--- src/rtl/regfile_wb_queue_pkg.sv ---
// Shared types and constants for the register-file write-back queue.
package regfile_wb_queue_pkg;

  localparam int          DATA_W   = 64;
  localparam int          REG_W    = 5;
  localparam logic [4:0]  REG_ZERO = 5'd31;

  // One pending register-file write.
  typedef struct packed {
    logic [REG_W-1:0]  reg_idx;
    logic [DATA_W-1:0] data;
  } wb_entry_t;

endpackage

--- src/rtl/wbq_fwd_match.sv ---
// Forwarding lookup over the pending write-back entries.
// Entries are presented oldest (index 0) to youngest (index DEPTH-1),
// so the highest-indexed valid match is the youngest and wins.
module wbq_fwd_match
  import regfile_wb_queue_pkg::*;
#(
  parameter int DEPTH = 4
) (
  input  wb_entry_t [DEPTH-1:0] entries,
  input  logic      [DEPTH-1:0] valid,
  input  logic      [REG_W-1:0] lookup,
  output logic                  hit,
  output logic      [DATA_W-1:0] data
);

  // Priority scan: later (younger) matches override earlier ones.
  always_comb begin
    // NOTE: every output gets a default first so no path leaves it unassigned (no latch).
    hit  = 1'b0;
    data = '0;
    if (lookup != REG_ZERO) begin
      for (int i = 0; i < DEPTH; i++) begin
        if (valid[i] && entries[i].reg_idx == lookup) begin
          hit  = 1'b1;
          data = entries[i].data;
        end
      end
    end
  end

endmodule

--- src/rtl/regfile_wb_queue.sv ---
// Write-back queue in front of the register file.
// Buffers up to DEPTH pending writes, drains them in FIFO order when
// drain_hold is low, drops writes to X31, and optionally forwards the
// youngest pending value for two read ports.
// Build option: define WBQ_FORWARD_EN to include the forwarding lookup;
// without it the forwarding outputs are tied to zero.
module regfile_wb_queue
  import regfile_wb_queue_pkg::*;
#(
  parameter int DEPTH = 4
) (
  input  logic              clk,
  input  logic              reset,
  input  logic              in_valid,
  output logic              in_ready,
  input  logic [REG_W-1:0]  in_reg,
  input  logic [DATA_W-1:0] in_data,
  input  logic              drain_hold,
  output logic              RegWrite,
  output logic [REG_W-1:0]  WriteRegister,
  output logic [DATA_W-1:0] WriteData,
  input  logic [REG_W-1:0]  ReadRegister1,
  input  logic [REG_W-1:0]  ReadRegister2,
  output logic              fwd_hit1,
  output logic              fwd_hit2,
  output logic [DATA_W-1:0] fwd_data1,
  output logic [DATA_W-1:0] fwd_data2
);

  localparam int               PTR_W   = $clog2(DEPTH);
  localparam logic [PTR_W:0]   DEPTH_C = (PTR_W + 1)'(DEPTH);

  logic [PTR_W-1:0] wr_ptr;
  logic [PTR_W-1:0] rd_ptr;
  logic [PTR_W:0]   count;
  wb_entry_t        mem [DEPTH];

  logic has_entry;
  logic push;
  logic pop;

  assign has_entry = (count != '0);
  assign in_ready  = (count < DEPTH_C);
  // Writes to X31 are accepted but never stored.
  assign push      = in_valid && in_ready && (in_reg != REG_ZERO);
  assign pop       = RegWrite;

  assign RegWrite      = has_entry && !drain_hold;
  assign WriteRegister = has_entry ? mem[rd_ptr].reg_idx : '0;
  assign WriteData     = has_entry ? mem[rd_ptr].data    : '0;

  // Pointer and occupancy bookkeeping; reset empties the queue.
  always_ff @(posedge clk) begin
    if (reset) begin
      wr_ptr <= '0;
      rd_ptr <= '0;
      count  <= '0;
    end else begin
      // NOTE: sequential state uses <= so every register samples pre-edge values.
      if (push) wr_ptr <= wr_ptr + 1'b1;
      if (pop)  rd_ptr <= rd_ptr + 1'b1;
      case ({push, pop})
        2'b10:   count <= count + 1'b1;
        2'b01:   count <= count - 1'b1;
        default: count <= count;
      endcase
    end
  end

  // Entry storage write port.
  always_ff @(posedge clk) begin
    // NOTE: storage has no reset; outputs are gated by count so stale data never shows.
    if (push) begin
      mem[wr_ptr] <= '{reg_idx: in_reg, data: in_data};
    end
  end

`ifdef WBQ_FORWARD_EN
  wb_entry_t [DEPTH-1:0] age_entries;
  logic      [DEPTH-1:0] age_valid;

  // Rotate storage into age order (oldest first) with an occupancy mask.
  always_comb begin
    for (int i = 0; i < DEPTH; i++) begin
      age_entries[i] = mem[rd_ptr + PTR_W'(i)];
      age_valid[i]   = ((PTR_W + 1)'(i) < count);
    end
  end

  wbq_fwd_match #(.DEPTH(DEPTH)) u_fwd1 (
    .entries (age_entries),
    .valid   (age_valid),
    .lookup  (ReadRegister1),
    .hit     (fwd_hit1),
    .data    (fwd_data1)
  );

  wbq_fwd_match #(.DEPTH(DEPTH)) u_fwd2 (
    .entries (age_entries),
    .valid   (age_valid),
    .lookup  (ReadRegister2),
    .hit     (fwd_hit2),
    .data    (fwd_data2)
  );
`else
  logic unused_lookup;

  assign unused_lookup = ^{ReadRegister1, ReadRegister2};
  assign fwd_hit1      = 1'b0;
  assign fwd_hit2      = 1'b0;
  assign fwd_data1     = '0;
  assign fwd_data2     = '0;
`endif

endmodule

--- config.mk ---
export PLATFORM = sky130hd
export DESIGN_NAME = regfile_wb_queue
export DESIGN_NICKNAME = d
export VERILOG_FILES = /design/src/rtl/regfile_wb_queue_pkg.sv /design/src/rtl/wbq_fwd_match.sv /design/src/rtl/regfile_wb_queue.sv
export SDC_FILE = /design/constraint.sdc
export NUM_CORES = 1
export LEC_CHECK = 0
export CAP_MARGIN = 20
export CORE_MARGIN = 5
export CORE_UTILIZATION = 35
export CTS_CLUSTER_DIAMETER = 120
export DETAILED_ROUTE_END_ITERATION = 16
export GPL_ROUTABILITY_DRIVEN = 0
export GPL_TIMING_DRIVEN = 0
export PLACE_DENSITY_LB_ADDON = 0.05
export SYNTH_ARGS = -nofsm -noshare
export SYNTH_HDL_FRONTEND = slang
export SYNTH_HIERARCHICAL = 1
export SYNTH_SLANG_ARGS = --single-unit
--- constraint.sdc ---
create_clock -name clk -period 3.55 [get_ports clk]
set_input_delay 0.71 -clock clk [delete_from_list [all_inputs] [get_ports clk]]
set_output_delay 0.71 -clock clk [all_outputs]
set_load 0.05 [all_outputs]
==> run summary <==
most common cell after layout, fill and taps aside: edfxtp_1
later-pin clock latency in the skew report: 0.54 ns
hold_ws: 0.543 ns
Post-Syn Area per Cell: 19.0 µm²
Worst setup EP type: output port
FF+latch area: 0.00847 mm²
Max FO, Critical Path: 10
outcome: completed
initial antenna violation count: 3
Global Route Usage Sum: 13.2%
Int Power: 7600 µW
CTS clk-pin slew, worst paths: 0.06 ns
worst r2r src: count[2]
leakage power: 0.00620 µW
vias in the first global route: 6546
first-pass detailed-route iteration total: 4
Pwr Density: 759 mW/mm²
Startpoint Class: flip-flop
flop2flop setup slack: 1.10 ns
Rel. slew slack: 61.1%
worst path arrival time: 2.71 ns
worst reg2reg path depth: 10
final period utilization: 96.4%
Ports: 284
Critical Setup Path Class: reg -> out
share of cells above drive strength 1: 28.7%
footprint of the multi-input gates: 0.00278 mm²
Die Wd: 194 µm
Clk network pwr share: 26.8%
final setup margin: 0.129 ns
drc violations: 0
port buffer count: 143
antenna-violating nets left: 0
Fillers: 2942
die height: 194 µm
CTS tree: done
total congestion overflow: 0
Hold WC Path Type: reg -> reg
DR iter-0 viols: 224
Worst EP required: 2.84 ns
placed cell areas: 0.0145 mm²
Num Clock Sinks: 285
unrepaired setup endpoints after global routing: no
Flop pwr share: 35.1%
peak supply drop: 0.594 mV
H-tree levels: 1
Max Fclk: 292 MHz
final setup fails: 0
Combinational Power Share: 38.1%
pin count of the biggest net entering global routing: 47
max_cap viols: 0
hpwl dp: 16500 µm
Hold Vio Cnt, Final: 0
first-pass GRT wire length: 39200 µm
Mapped Cells: 625
clk root buf: clkbuf_16
DR WL/cell: 18.0 µm
sequential share of the synthesized area: 71.2%
CP endpoint: WriteData[61]
synthesized flop and latch total: 285
total CTS buffers: 31
min cycle time layout: 3.42 ns
worst-margin pin slew: 0.583 ns
DR vias: 6005
die area: 0.0378 mm²
WL final: 25300 µm
core area: 0.0335 mm²
switching share of power: 35.9%
Synth-to-Final Area Change: 31.2%
nets: 1026
Pwr Total: 11800 µW
P_sw: 4250 µW
via/cell ratio: 4.26
starting density of the core: 35.5%
synth warn: 6
clock buffer depth: 3
Final Instance Area: 0.0156 mm²
most frequent cells in the layout: edfxtp_1 (276), buf_4 (137), conb_1 (130), clkdlybuf4s50_1 (81), nor2b_1 (71)
r2r endpoint: count[2]
Yosys cell types: 28
Mapped Area: 0.0119 mm²
dpl ws: 0.0860 ns
Final Max Slew Viols: 0
Worst Clk Skew: 0.0108 ns
# rows: 67
[power by group through the flow]
| stage | Clock, µW | Sequential (µW) | Combinational, µW |
|---|---|---|---|
| floorplan | 0 | 4220 | 3210 |
| global placement | 0 | 4260 | 4630 |
| detailed placement | 0 | 4220 | 4690 |
| CTS | 3290 | 4160 | 4660 |
| global route | 3420 | 4180 | 4810 |
| finish | 3180 | 4160 | 4520 |
[critical path, stage by stage, from the launching register on]
cell,delay (ns)
dfxtp_1,0.30
buf_2,0.22
buf_2,0.33
buf_2,0.37
mux4_2,0.25
nor2b_1,0.15
dlygate4sd2_1,0.55
[metrics by stage]
step	instances	utilization, %	setup TNS, ns
after floorplan	754	-	0
after global placement	1345	42.8	-512.55
after detailed placement	1349	43.2	0
after CTS	1408	46.3	0
after global routing	1408	46.5	0
final	1409	46.5	0
[flip-flops by register name, summed over array words and instances, names as in the netlist, named ones only]
register	flops
count	3
wr_ptr	2
rd_ptr	2
mem	276
[timing repair]
| action | 4_1_cts | 5_1_grt |
|---|---|---|
| endpoints found under the setup margin | 70 | 37 |
| hold buffers | 0 | 0 |
| setup buffers | 3 | 0 |
| pin swaps | 1 | 0 |
| resized for setup | 37 | 39 |
[worst min-delay path by stage]
stage	from	endpoint	slack, ns	cells past startpoint
floorplan	rd_ptr[0]	flip-flop	0.49	2
global placement	rd_ptr[0]	rd_ptr[0]	0.50	2
detailed placement	rd_ptr[0]	flip-flop	0.53	2
CTS	rd_ptr[0]	rd_ptr[0]	0.55	2
global route	rd_ptr[0]	rd_ptr[0]	0.60	2
finish	rd_ptr[0]	rd_ptr[0]	0.54	2
[synthesized netlist by cell type]
master     instances  area share, %
and2_1             4           0.21
mux4_2            69             13
o21ai_0            2          0.084
clkbuf_1          13           0.41
mux2_2             1          0.095
ha_1               5           0.53
buf_8              1           0.13
a21oi_1            4           0.17
nor2b_1           71            3.7
nand3_1            1          0.042
o21a_1             1          0.063
or4_1              2           0.13
nand2_1            1          0.032
nor3_2             1          0.084
buf_2              4           0.17
fa_1               1           0.17
edfxtp_1         276             70
o311ai_0           2           0.15
dfxtp_1            9            1.5
nor3b_1            1          0.063
o2111ai_1          2           0.15
inv_1              8           0.25
conb_1             1          0.032
buf_4            135            8.5
buf_6              1          0.095
nor2_1             5           0.16
xor2_1             2           0.15
or3_1              2           0.11
[layer usage]
metal  wire length, µm  global-route usage (%)  vias up
met3              2040                    4.03       39
met5                27                       0        -
met1             10100                    16.2     2974
met4               376                    2.42        4
met2             12800                    23.3      216
li1                  -                       -     2772
[cell type report]
class	instances	share of cell area, %
inverter	8	0.192
antenna	1	0.0160
buffer	154	7.18
sequential	285	54.3
tap	448	3.59
multi-input combinational	307	17.8
clock inverter	17	1.35
timing repair buffer	150	10.4
clock buffer	39	5.16
[logic make-up (layout without fill, tap and decap cells)]
kind of cell	after synthesis	in the layout	synth area share, %
flops	285	285	71.2
xor+xnor	2	2	0.147
mux	70	70	13.2
fa+ha+maj	6	6	0.695
buf+inv	162	368	9.58
compound gates	11	11	0.610
other cells	1	131	0.0315
simple gates	88	88	4.56
Note: power is estimated with default switching activity, not from simulation.
